**config.mk**
```make
export PLATFORM = sky130hd
export DESIGN_NAME = ps2_rx_fifo
export DESIGN_NICKNAME = d
export VERILOG_FILES = /design/src/rtl/ps2_pkg.sv /design/src/rtl/ps2_rx_fifo_buf.sv /design/src/rtl/ps2_rx_fifo.sv
export SDC_FILE = /design/constraint.sdc
export NUM_CORES = 1
export LEC_CHECK = 0
export ABC_AREA = 1
export CORE_UTILIZATION = 40
export DETAILED_ROUTE_END_ITERATION = 16
export PLACE_DENSITY = 0.57
export SLEW_MARGIN = 10
export SYNTH_ARGS = -nofsm -noshare
export SYNTH_HDL_FRONTEND = slang
export SYNTH_SLANG_ARGS = --single-unit
```
**constraint.sdc**
```tcl
create_clock -name clk -period 2.47 [get_ports clk]
set_clock_uncertainty 0.1 [all_clocks]
set_input_delay 0.494 -clock clk [delete_from_list [all_inputs] [get_ports clk]]
set_output_delay 0.494 -clock clk [all_outputs]
set_load 0.02 [all_outputs]
```
**src/rtl/ps2_pkg.sv**
```systemverilog
// Shared definitions for the PS/2 receive path.
// Frame state encoding and frame geometry constants.
package ps2_pkg;

    typedef logic [1:0] ps2_state_t;

    localparam ps2_state_t ST_IDLE   = 2'd0;
    localparam ps2_state_t ST_DATA   = 2'd1;
    localparam ps2_state_t ST_PARITY = 2'd2;
    localparam ps2_state_t ST_STOP   = 2'd3;

    localparam int PS2_DATA_BITS  = 8;
    localparam int PS2_FRAME_BITS = 1 + PS2_DATA_BITS + 1 + 1;

endpackage

```
**src/rtl/ps2_rx_fifo_buf.sv**
```systemverilog
// Receive FIFO with first-word fall-through head output.
// Holds the last popped word on the output while empty.
module ps2_rx_fifo_buf
    import ps2_pkg::*;
#(
    parameter int DATA_WIDTH = 8,
    parameter int FIFO_DEPTH = 8
) (
    input  logic                          clk,
    input  logic                          rst_n,
    input  logic                          wr_en_i,
    input  logic [DATA_WIDTH-1:0]         wr_data_i,
    input  logic                          rd_en_i,
    output logic [DATA_WIDTH-1:0]         data_o,
    output logic                          empty_o,
    output logic                          full_o,
    output logic [$clog2(FIFO_DEPTH):0]   count_o,
    output logic                          overflow_o
);

    localparam int AW = $clog2(FIFO_DEPTH);
    localparam int CW = AW + 1;

    logic [DATA_WIDTH-1:0] mem_q [FIFO_DEPTH];
    logic [AW-1:0]         wptr_q, rptr_q;
    logic [CW-1:0]         count_q, count_d;
    logic [DATA_WIDTH-1:0] last_q;
    logic                  ovf_q;
    logic                  wr_ok, rd_ok;

    assign empty_o = (count_q == '0);
    assign full_o  = (count_q == CW'(FIFO_DEPTH));
    assign rd_ok   = rd_en_i & ~empty_o;
    // A full FIFO still accepts a write when the head is popped in the same cycle.
    assign wr_ok   = wr_en_i & (~full_o | rd_en_i);

    // Net occupancy change for this cycle.
    always_comb begin
        count_d = count_q + {{(CW-1){1'b0}}, wr_ok}
                          - {{(CW-1){1'b0}}, rd_ok};
    end

    // Storage array, written only on accepted pushes.
    always_ff @(posedge clk) begin
        if (wr_ok) begin
            mem_q[wptr_q] <= wr_data_i;
        end
    end

    // Pointers, occupancy, held output word and overflow pulse.
    always_ff @(posedge clk or negedge rst_n) begin
        if (!rst_n) begin
            wptr_q  <= '0;
            rptr_q  <= '0;
            count_q <= '0;
            last_q  <= '0;
            ovf_q   <= 1'b0;
        end else begin
            if (wr_ok) wptr_q <= wptr_q + 1'b1;
            if (rd_ok) begin
                rptr_q <= rptr_q + 1'b1;
                last_q <= mem_q[rptr_q];
            end
            count_q <= count_d;
            ovf_q   <= wr_en_i & full_o & ~rd_en_i;
        end
    end

    assign data_o     = empty_o ? last_q : mem_q[rptr_q];
    assign count_o    = count_q;
    assign overflow_o = ovf_q;

endmodule

```
**src/rtl/ps2_rx_fifo.sv**
```systemverilog
// PS/2 device-to-host frame receiver feeding a receive FIFO.
// Optional in-frame timeout enabled by defining PS2_RX_TIMEOUT_EN.
module ps2_rx_fifo
    import ps2_pkg::*;
#(
    parameter int DATA_WIDTH     = 8,
    parameter int FIFO_DEPTH     = 8,
    parameter int TIMEOUT_CYCLES = 5000
) (
    input  logic                          clk,
    input  logic                          reset_n,
    input  logic                          ps2_clk,
    input  logic                          ps2_data,
    input  logic                          rd_en,
    output logic [DATA_WIDTH-1:0]         data_out,
    output logic                          empty,
    output logic                          full,
    output logic [$clog2(FIFO_DEPTH):0]   count,
    output logic                          parity_err,
    output logic                          frame_err,
    output logic                          overflow
);

    localparam int BW = $clog2(DATA_WIDTH + 1);
    localparam logic [BW-1:0] LAST_BIT = BW'(DATA_WIDTH - 1);

    logic                  clk_s1_q, clk_s2_q, clk_prev_q;
    logic                  dat_s1_q, dat_s2_q;
    logic                  fall;

    ps2_state_t            state_q, state_d;
    logic [BW-1:0]         bit_q, bit_d;
    logic [DATA_WIDTH-1:0] shift_q, shift_d;
    logic                  par_q, par_d;
    logic                  push_q, push_d;
    logic                  perr_q, perr_d;
    logic                  ferr_q, ferr_d;
    logic                  tmo_hit;

    // Two-flop synchronizers plus a delayed clock copy for edge detection.
    always_ff @(posedge clk or negedge reset_n) begin
        if (!reset_n) begin
            clk_s1_q   <= 1'b1;
            clk_s2_q   <= 1'b1;
            clk_prev_q <= 1'b1;
            dat_s1_q   <= 1'b1;
            dat_s2_q   <= 1'b1;
        end else begin
            clk_s1_q   <= ps2_clk;
            clk_s2_q   <= clk_s1_q;
            clk_prev_q <= clk_s2_q;
            dat_s1_q   <= ps2_data;
            dat_s2_q   <= dat_s1_q;
        end
    end

    assign fall = clk_prev_q & ~clk_s2_q;

`ifdef PS2_RX_TIMEOUT_EN
    localparam int TW = $clog2(TIMEOUT_CYCLES + 1);

    logic [TW-1:0] tmo_q;

    assign tmo_hit = ~fall && (state_q != ST_IDLE)
                   && (tmo_q == TW'(TIMEOUT_CYCLES - 1));

    // Cycles since the last falling edge while a frame is in progress.
    always_ff @(posedge clk or negedge reset_n) begin
        if (!reset_n) begin
            tmo_q <= '0;
        end else if (fall || state_q == ST_IDLE || tmo_hit) begin
            tmo_q <= '0;
        end else begin
            tmo_q <= tmo_q + 1'b1;
        end
    end
`else
    assign tmo_hit = 1'b0;
`endif

    // Frame state machine; one bit consumed per falling edge.
    always_comb begin
        state_d = state_q;
        bit_d   = bit_q;
        shift_d = shift_q;
        par_d   = par_q;
        push_d  = 1'b0;
        perr_d  = 1'b0;
        ferr_d  = 1'b0;
        if (fall) begin
            unique case (state_q)
                ST_IDLE: begin
                    if (!dat_s2_q) begin
                        state_d = ST_DATA;
                        bit_d   = '0;
                    end
                end
                ST_DATA: begin
                    shift_d = {dat_s2_q, shift_q[DATA_WIDTH-1:1]};
                    bit_d   = bit_q + 1'b1;
                    if (bit_q == LAST_BIT) begin
                        state_d = ST_PARITY;
                    end
                end
                ST_PARITY: begin
                    par_d   = dat_s2_q;
                    state_d = ST_STOP;
                end
                ST_STOP: begin
                    state_d = ST_IDLE;
                    if (!dat_s2_q) begin
                        ferr_d = 1'b1;
                    end else if (!(^{shift_q, par_q})) begin
                        perr_d = 1'b1;
                    end else begin
                        push_d = 1'b1;
                    end
                end
                default: state_d = ST_IDLE;
            endcase
        end else if (tmo_hit) begin
            state_d = ST_IDLE;
            bit_d   = '0;
            ferr_d  = 1'b1;
        end
    end

    // Frame state registers and one-cycle result pulses.
    always_ff @(posedge clk or negedge reset_n) begin
        if (!reset_n) begin
            state_q <= ST_IDLE;
            bit_q   <= '0;
            shift_q <= '0;
            par_q   <= 1'b0;
            push_q  <= 1'b0;
            perr_q  <= 1'b0;
            ferr_q  <= 1'b0;
        end else begin
            state_q <= state_d;
            bit_q   <= bit_d;
            shift_q <= shift_d;
            par_q   <= par_d;
            push_q  <= push_d;
            perr_q  <= perr_d;
            ferr_q  <= ferr_d;
        end
    end

    assign parity_err = perr_q;
    assign frame_err  = ferr_q;

    ps2_rx_fifo_buf #(
        .DATA_WIDTH (DATA_WIDTH),
        .FIFO_DEPTH (FIFO_DEPTH)
    ) u_buf (
        .clk        (clk),
        .rst_n      (reset_n),
        .wr_en_i    (push_q),
        .wr_data_i  (shift_q),
        .rd_en_i    (rd_en),
        .data_o     (data_out),
        .empty_o    (empty),
        .full_o     (full),
        .count_o    (count),
        .overflow_o (overflow)
    );

endmodule

```
=== Word level (Yosys, flattened, before mapping) ===
Memory sizes are Yosys's and may differ from the RTL's.
Cells that the tools add are included.

* Word-level logic and storage cells: 67
* Input port bits: 5
* Latch bits: 0
* Bits in writable memories: 64
* Memories: 1
* ROM bits: 0
* Output and inout port bits: 17
* Register bits: 42

* Bitwise operators: 10
* Eq/ne operators: 7
* Multiply operators: 0
* Shifts and indexed selects: 0
* Add/subtract/negate cells: 5
* Multiplexer cells: 19
* Reductions and logical operators: 8
* $lt $le $gt $ge: 0
* Div/mod/pow operators: 0

{| class="wikitable"
|+ Memory list
! name !! depth !! bits a word !! read ports !! clocked after memory_dff !! wr ports !! line !! RTL
|-
| u_buf.mem_q || 8 || 8 || 1 || 0 || 1 || ps2_rx_fifo_buf.sv:24 || <nowiki>logic [DATA_WIDTH-1:0] mem_q [FIFO_DEPTH];</nowiki>
|}

{| class="wikitable"
|+ Operators with widths
! kind !! number
|-
| $mux 1 || 13
|-
| $reduce_xor 9->1 || 1
|-
| $mux 8 || 1
|-
| $pmux 2 s4 || 1
|-
| $pmux 4 s2 || 1
|-
| $add 3x1->3 const B || 2
|-
| $reduce_and 3->1 || 2
|-
| $and 1x1->1 || 5
|-
| $add 4x1->4 || 1
|-
| $add 4x1->4 const B || 1
|-
| $eq 2x2->1 const B || 2
|-
| $eq 4x3->1 const B || 1
|-
| $eq 4x4->1 const B || 1
|-
| $logic_not 4->1 || 1
|-
| $mux 2 || 2
|-
| $mux 4 || 1
|-
| $ne 2x2->1 const B || 2
|-
| $not 1->1 || 4
|-
| $reduce_and 2->1 || 2
|-
| $sub 4x1->4 || 1
|-
| $eq 2x1->1 const B || 1
|-
| $logic_not 2->1 || 1
|-
| $reduce_bool 2->1 || 1
|-
| $or 1x1->1 || 1
|}

=== Depth between registers and ports, before layout ===
Gate-level depths: netlist of the first run.

* Depth after elaboration: 6
* Gate-level depth with buffers: 12

=== By module ===
Synthesis of the first run repeated with hierarchy kept, for this count alone.

* Cell total of the unflattened synthesis: 499
* Area total of the unflattened synthesis: 4875.9 µm²

{| class="wikitable"
|+ By module, submodules not included
! module !! cells each !! instances !! area each (µm²) !! sequential area each (µm²)
|-
| ps2_rx_fifo_buf || 375 || 1 || 3792.4 || 2397.3
|-
| ps2_rx_fifo || 124 || 1 || 1083.5 || 581.8
|}

=== Least setup slack after synthesis of the first run ===
No wires, ideal clock.

* Path kind: reg-to-reg
* From: register u_buf.count_q[2] (netlist: u_buf.count_o[2])
* To: register u_buf.count_q[2] (netlist: u_buf.count_o[2])
* Setup slack: 78 ps
* Stages on the path, launching flop included: 13
* Buffers on the path: 1
* Data arrival time: 2170 ps
* Cells stage by stage: dfrtp_1 inv_1 ha_1 nand3_4 nand2_2 inv_2 buf_2 ha_1 inv_1 ha_1 inv_1 fa_1 xnor2_1

* Elaborated cells between the ends (all ways): 9
* Those cells by class: 2 x add/sub; 1 x eq/ne; 5 x bitwise; 1 x reduce/logical

{| class="wikitable"
|+ RTL lines
! item !! line !! RTL
|-
| start: declaration || ps2_rx_fifo_buf.sv:26 || <nowiki>logic [CW-1:0] count_q, count_d;</nowiki>
|-
| start signal: assignment || ps2_rx_fifo_buf.sv:64 || <nowiki>count_q <= count_d;</nowiki>
|-
| $logic_not 4->1 || ps2_rx_fifo_buf.sv:31 || <nowiki>assign empty_o = (count_q == '0);</nowiki>
|-
| $not 1->1 || ps2_rx_fifo_buf.sv:33 || <nowiki>assign rd_ok = rd_en_i & ~empty_o;</nowiki>
|-
| $and 1x1->1 || ps2_rx_fifo_buf.sv:33 ||
|-
| via u_buf.rd_ok || ps2_rx_fifo_buf.sv:29 || <nowiki>logic wr_ok, rd_ok;</nowiki>
|-
| $sub 4x1->4 || ps2_rx_fifo_buf.sv:40 || <nowiki>- {{(CW-1){1'b0}}, rd_ok};</nowiki>
|-
| via u_buf.count_d[2] || ps2_rx_fifo_buf.sv:26 ||
|}

The timed path passes the listed nets, and every way through them passes these cells.
A chain may end at the register's enable or synchronous reset.

=== Worst setup path after layout of the first run ===
* From: register u_buf.rptr_q[0]
* To: output port data_out[5]

* Longest elaborated chain between the ends: 2

{| class="wikitable"
|+ Ends and longest elaborated chain
! item !! line !! RTL
|-
| start: declaration || ps2_rx_fifo_buf.sv:25 || <nowiki>logic [AW-1:0] wptr_q, rptr_q;</nowiki>
|-
| start signal: assignment || ps2_rx_fifo_buf.sv:61 || <nowiki>rptr_q <= rptr_q + 1'b1;</nowiki>
|-
| $mem_v2 8x8 || -- ||
|-
| $mux 8 || ps2_rx_fifo_buf.sv:69 || <nowiki>assign data_o = empty_o ? last_q : mem_q[rptr_q];</nowiki>
|-
| end: declaration || ps2_rx_fifo.sv:15 || <nowiki>output logic [DATA_WIDTH-1:0] data_out,</nowiki>
|}

No other way between the ends.

==> impl_metrics.env, run 1 <==
export IMPL_status="completed"
export IMPL_antenna_found_initial=0
export IMPL_worstPathArrival_ps=1870
export IMPL_r2r_setup_slack_ps=280
export IMPL_syn_inst=463
export IMPL_grt_pass1_wl_mm=15.23
export IMPL_htree_levels=3
export IMPL_grt_setup_unrepaired="true"
export IMPL_layout_commonest_cell="nand2_1"
export IMPL_tns_ps=0
export IMPL_wire_per_inst_um=14.66
export IMPL_postSynth_asyncResetShare_pct=39.62
export IMPL_layoutNonFillerInstCount=652
export IMPL_grt_pass1_vias=3002
export IMPL_root_buffer="clkbuf_16"
export IMPL_clk_pin_slew_ps=70
export IMPL_final_layout_size_suffix_gt1_share_pct=15.72
export IMPL_critPathBufInv=3
export IMPL_ys_warnings_count=0
export IMPL_hold_viol_final=0
export IMPL_hp_class="in -> async"
export IMPL_yosysUniqueCellTypes=29
export IMPL_path_cells="buf_6, buf_6, nor2_1, nor2_1, o21ai_1, nand2_1, nand2_1, nand2_2, nand2_1, o21ai_2, buf_4"
export IMPL_rows=39
export IMPL_slowest_delay_ps=520
export IMPL_nets=523
export IMPL_grt_overflow=0
export IMPL_hpwlAfterDp_mm=6.054
export IMPL_place_inst=628
export IMPL_fmax_mhz=405.9
export IMPL_crit_path_end_kind="output pin"
export IMPL_ys_ff_latch=106
export IMPL_dieArea_sq_um=12270
export IMPL_synthFlopType="edfxtp_1"
export IMPL_clkLatencyLatePin_ps=350
export IMPL_p_per_area_nw_per_um2=1250
export IMPL_syn_to_final_growth_pct=17.85
export IMPL_drc=0
export IMPL_path_common_cell="nand2_1"
export IMPL_fp_dieH_um=110.8
export IMPL_numCtsBuffers=9
export IMPL_start_util_pct=41.25
export IMPL_num_antenna_cells=0
export IMPL_syn_area_sq_um=4731
export IMPL_numPortBuffers=21
export IMPL_p_leak_uw=0.002437
export IMPL_drtPass1Iterations=4
export IMPL_synth_net_count=482
export IMPL_postLayoutCellArea_sq_um=5575
export IMPL_gp_congestion=0.7557
export IMPL_crit_slowest_cell="dfrtp_2"
export IMPL_core_area_sq_um=11470
export IMPL_most_common_layout_cells="108 x nand2_1, 64 x edfxtp_1, 61 x nor2_1"
export IMPL_ys_seq_area_share_pct=62.97
export IMPL_critPathMaxFanout=8
export IMPL_required_ps=1880
export IMPL_tritoncts="yes"
export IMPL_setup_violations_final=0
export IMPL_track_usage_pct=16.16
export IMPL_slew_viol_final=0
export IMPL_synth_edf_count=64
export IMPL_start_kind="flop"
export IMPL_fin_crit_sh_pct=99.75
export IMPL_slew_headroom_pct=62.74
export IMPL_timing_final_crit_period_ps=2464
export IMPL_num_io_pins=22
export IMPL_syn_avg_cell_area_sq_um=10.22
export IMPL_crit_type="reg -> out"
export IMPL_ant_nets=0
export IMPL_irDropWorstVdd_uv=821.9
export IMPL_vias=3136
export IMPL_drt_total_wl_mm=9.559
export IMPL_max_cap_violations=0
export IMPL_tightest_slew_ps=558.9
export IMPL_die_w_um=110.8
export IMPL_clockBufferDepth=2
export IMPL_cp_top_family="flip-flops"
export IMPL_cts_sinks=106
export IMPL_drt_iter0_markers=212
export IMPL_grt_max_degree=41
export IMPL_placed_area_sq_um=5146
export IMPL_hold_buffers=0
export IMPL_viasPerCell=4.810
## timing repair
item	in CTS	in global routing
gates resized for setup	25	30
cloned	0	5
buffers inserted	1	2
setup endpoints to repair	9	11
pin swaps	1	13
## final timing paths
path                                    end  cells after the start              from
max in group asynchronous        clk_prev_q                      2           reset_n
min                         u_buf.last_q[7]                      1           reset_n
max                             data_out[5]                     11   u_buf.rptr_q[0]
max reg2reg                u_buf.count_o[2]                     11  u_buf.count_o[2]
min reg2reg                        clk_s2_q                      0          clk_s1_q
min in group clk                   clk_s2_q                      0          clk_s1_q
## per-layer routing
layer	track usage, %	wire length [um]	up-vias
li1	-	-	1583
met2	26.05	4448	73
met1	21.37	4412	1470
met4	5.422	142	0
met3	3.991	556	10
met5	0	0	-
## cells in the mapped netlist, types with 7 or more instances
cell type / number / area share (%)
o21ai_1: 43 / 4.5
ha_1: 13 / 3.4
o21ai_0: 11 / 1.2
dfrtp_1: 37 / 20
nand2_1: 115 / 9.1
o211ai_1: 8 / 1.3
edfxtp_1: 64 / 41
nand3_1: 9 / 0.95
nor2_1: 63 / 5.0
inv_1: 52 / 4.1
buf_6: 7 / 1.7
## report_power, final
part	switching (uW)	total [uW]	internal, uW
registers	374	2660	2290
clock network	655	1410	753
logic	1680	2890	1220
total	2710	6970	4260
## stage by stage
stage	power [uW]	hold WS (ps)	setup slack (ps)	util, %
after floorplan	4520	98.41	77.82	-
after global placement	5324	246.4	53.33	44.88
after detailed placement	5377	247.6	22.85	44.88
after CTS	6765	51.28	-18.67	47.57
after global routing	7521	70.03	-93.23	48.62
final	6967	28.62	6.145	48.62
## final cells by class
cell class              instances  area [sq um]
flip-flops and latches        106          2980
well taps                     143         178.9
inverters                      57         214.0
fillers                      1046          5892
repair buffers                 45         467.9
clock inverters                 6         42.54
multi-input cells             285          1441
clock buffers                  10         250.2
## logic make-up (layout without fill, tap and decap cells)
group,Yosys count,in the layout,synth area share (%)
buffers and inverters,72,118,7.194
XOR/XNOR,6,6,1.111
AO/OA/AOI/OAI,71,71,8.384
adder cells (fa/ha/maj),14,14,3.862
flip-flops,106,106,62.97
AND/OR/NAND/NOR,194,194,16.48
## registers in the layout, indices dropped and copies added, names as in the netlist
register / count
frame_err: 1
u_buf.mem_q: 64
u_buf.rptr_q: 3
parity_err: 1
clk_prev_q: 1
u_buf.wptr_q: 3
bit_q: 4
clk_s1_q: 1
u_buf.overflow_o: 1
u_buf.last_q: 8
clk_s2_q: 1
state_q: 2
dat_s1_q: 1
shift_q: 8
dat_s2_q: 1
push_q: 1
u_buf.count_o: 4
par_q: 1
Note: power is estimated with default switching activity, not from simulation.
==> run 2, diff against run 1 <==
--- a/config.mk
+++ b/config.mk
@@ -9,7 +9,6 @@
 export CORE_UTILIZATION = 40
 export DETAILED_ROUTE_END_ITERATION = 16
 export PLACE_DENSITY = 0.57
-export SLEW_MARGIN = 10
 export SYNTH_ARGS = -nofsm -noshare
 export SYNTH_HDL_FRONTEND = slang
 export SYNTH_SLANG_ARGS = --single-unit
==> results of run 2 <==
Final layout, timing and power as in run 1 (identical DEF).
==> run 3, diff against run 2 <==
==> constraint.sdc (replaced) <==
create_clock -name clk -period 2.47 [get_ports clk]
set_clock_uncertainty 0.1 [all_clocks]
set_input_delay 0.494 -clock clk [delete_from_list [all_inputs] [get_ports clk]]
set_output_delay 0.494 -clock clk [all_outputs]
set_load 0.05 [all_outputs]
==> run 3 against run 2 <==
  * First-iteration DRC count is 1.9% higher
  * Largest cell class unchanged
  * Non-clock buffer count decreased by 6
  * Clock power fell by 3%
  * Register-to-register slack about the same
  * Sequential share of layout area grew 1.2 points
==> impl_metrics.env, run 3 (synthesis gave the netlist of run 1 again) <==
export IMPL_num_antenna_cells=0
export IMPL_track_usage_pct=16.48
export IMPL_tritoncts="yes"
export IMPL_drt_iter0_markers=216
export IMPL_critPathBufInv=2
export IMPL_antenna_found_initial=0
export IMPL_drtPass1Iterations=4
export IMPL_fin_crit_sh_pct=97.87
export IMPL_slew_viol_final=0
export IMPL_hold_viol_final=0
export IMPL_cts_sinks=106
export IMPL_critPathMaxFanout=15
export IMPL_crit_slowest_cell="dfrtp_2"
export IMPL_wire_per_inst_um=14.63
export IMPL_status="completed"
export IMPL_ant_nets=0
export IMPL_path_common_cell="nand2_1"
export IMPL_start_util_pct=41.25
export IMPL_regMostFlops="u_buf.mem_q"
export IMPL_slowest_delay_ps=460
export IMPL_cp_endpoint="data_out[0]"
export IMPL_gp_congestion=0.7726
export IMPL_crit_type="reg -> out"
export IMPL_path_cells="buf_4, nor2_1, nor2_1, o21ai_1, nand2_1, nand2_1, nand2_1, nand2_1, o21ai_1, buf_4"
export IMPL_cp_top_family="flip-flops"
export IMPL_tightest_slew_ps=527.2
export IMPL_clk_pin_slew_ps=80
export IMPL_die_w_um=110.8
export IMPL_rows=39
export IMPL_crit_path_end_kind="output pin"
export IMPL_dieArea_sq_um=12270
export IMPL_drc=0
export IMPL_fmax_mhz=413.7
export IMPL_grt_pass1_wl_mm=15.53
export IMPL_cp_depth=10
export IMPL_p_leak_uw=0.002351
export IMPL_viasPerCell=4.751
export IMPL_grt_setup_unrepaired="true"
export IMPL_start_kind="flop"
export IMPL_place_inst=630
export IMPL_htree_levels=3
export IMPL_total_power_uw=7227
export IMPL_grt_pass1_vias=3040
export IMPL_largest_reg_flops=64
export IMPL_final_layout_size_suffix_gt1_share_pct=15.31
export IMPL_syn_to_final_growth_pct=15.37
export IMPL_hpwlAfterDp_mm=6.424
export IMPL_r2r_start="u_buf.count_o[2]"
export IMPL_setup_violations_final=0
export IMPL_grt_max_degree=26
export IMPL_layoutNonFillerInstCount=646
export IMPL_max_cap_violations=0
export IMPL_timing_final_crit_period_ps=2417
export IMPL_r2r_setup_slack_ps=290
export IMPL_required_ps=1880
export IMPL_root_buffer="clkbuf_16"
export IMPL_clockBufferDepth=2
export IMPL_most_common_layout_cells="109 x nand2_1, 64 x edfxtp_1, 60 x nor2_1"
export IMPL_reg2reg_depth=11
export IMPL_startpoint="u_buf.rptr_q[0]"
export IMPL_irDropWorstVdd_uv=1022
export IMPL_layout_commonest_cell="nand2_1"
export IMPL_nets=517
export IMPL_numPortBuffers=21
export IMPL_drt_total_wl_mm=9.450
export IMPL_clkLatencyLatePin_ps=360
export IMPL_reg_top3="u_buf.mem_q (64), shift_q (8), u_buf.last_q (8)"
export IMPL_hp_class="in -> async"
export IMPL_p_per_area_nw_per_um2=1324
export IMPL_fp_dieH_um=110.8
export IMPL_hold_buffers=0
export IMPL_num_io_pins=22
export IMPL_grt_overflow=0
export IMPL_timing_rr_end="u_buf.count_o[2]"
export IMPL_vias=3069
export IMPL_worstPathArrival_ps=1820
export IMPL_numCtsBuffers=9
export IMPL_slew_headroom_pct=64.85
export IMPL_core_area_sq_um=11470
## run 3: changes by cell type in the layout (fill, tap and decap cells not counted), moves of 3 or more
| cell | previous run | this run |
|---|---|---|
| dfrtp_2 | 1 | 4 |
| clkinv_2 | 0 | 3 |
| inv_4 | 4 | 1 |
| dfrtp_1 | 36 | 33 |
| clkbuf_16 | 12 | 9 |
## run 3: per-layer routing
metal | GRT usage (%) | vias to the layer above | part of all wire [%]
met5 | 0 | - | 0
met2 | 24.68 | 46 | 45
li1 | - | 1574 | -
met1 | 22.75 | 1438 | 49
met3 | 4.265 | 11 | 4.0
met4 | 6.844 | 0 | 1.4
## run 3: how the worst min path moves through the flow
stage	cells past startpoint	startpoint	to	slack, ps
after floorplan	0	reset_n	bit_q[0]	100
after global placement	0	clk_s1_q	clk_s2_q	250
after detailed placement	0	dat_s1_q	dat_s2_q	250
after CTS	1	reset_n	u_buf.last_q[2]	30
after global routing	1	reset_n	u_buf.last_q[5]	60
final	1	reset_n	u_buf.last_q[5]	6
## run 3: final cells by class
class	count	area, sq um
multi-input combinational	285	1440
clock inverter	6	40.04
fill	1059	6010
tap	143	178.9
inverter	57	216.5
clock buffer	10	239.0
timing repair buffer	39	359.1
sequential	106	2984
## run 3: per-stage QoR
step | hold slack [ps] | instance area [sq um] | worst slack, ps | TNS, ps | util [%]
2_1_floorplan | 98.41 | 4743 | 13.49 | 0 | -
3_3_place_gp | 245.3 | 5121 | 168.0 | 0 | 44.66
3_5_place_dp | 250.9 | 5121 | 133.3 | 0 | 44.66
4_1_cts | 28.63 | 5408 | 2.965 | 0 | 47.16
5_1_grt | 58.76 | 5458 | -89.50 | -433.6 | 47.59
6_report | 6.028 | 5458 | 52.61 | 0 | 47.59
## run 3: power breakdown
group,switching (uW),internal [uW],leakage [uW]
clock network,661,714,0.000139
logic,2080,1110,0.00111
registers,370,2300,0.00110
total,3110,4120,0.00235
## run 3: worst reg2reg max path: stages, from the launching register on
cell	delay, ps
dfrtp_2	420
inv_1	100
ha_1	200
nand3_4	90
nand2_2	80
inv_2	40
ha_1	260
inv_1	60
ha_1	150
inv_1	50
fa_1	380
xnor2_1	140
## run 3: what timing repair did
item | CTS | global route
buffers inserted | 0 | 0
setup endpoints to repair | 8 | 8
resized for setup | 3 | 16
gates cloned | 0 | 0
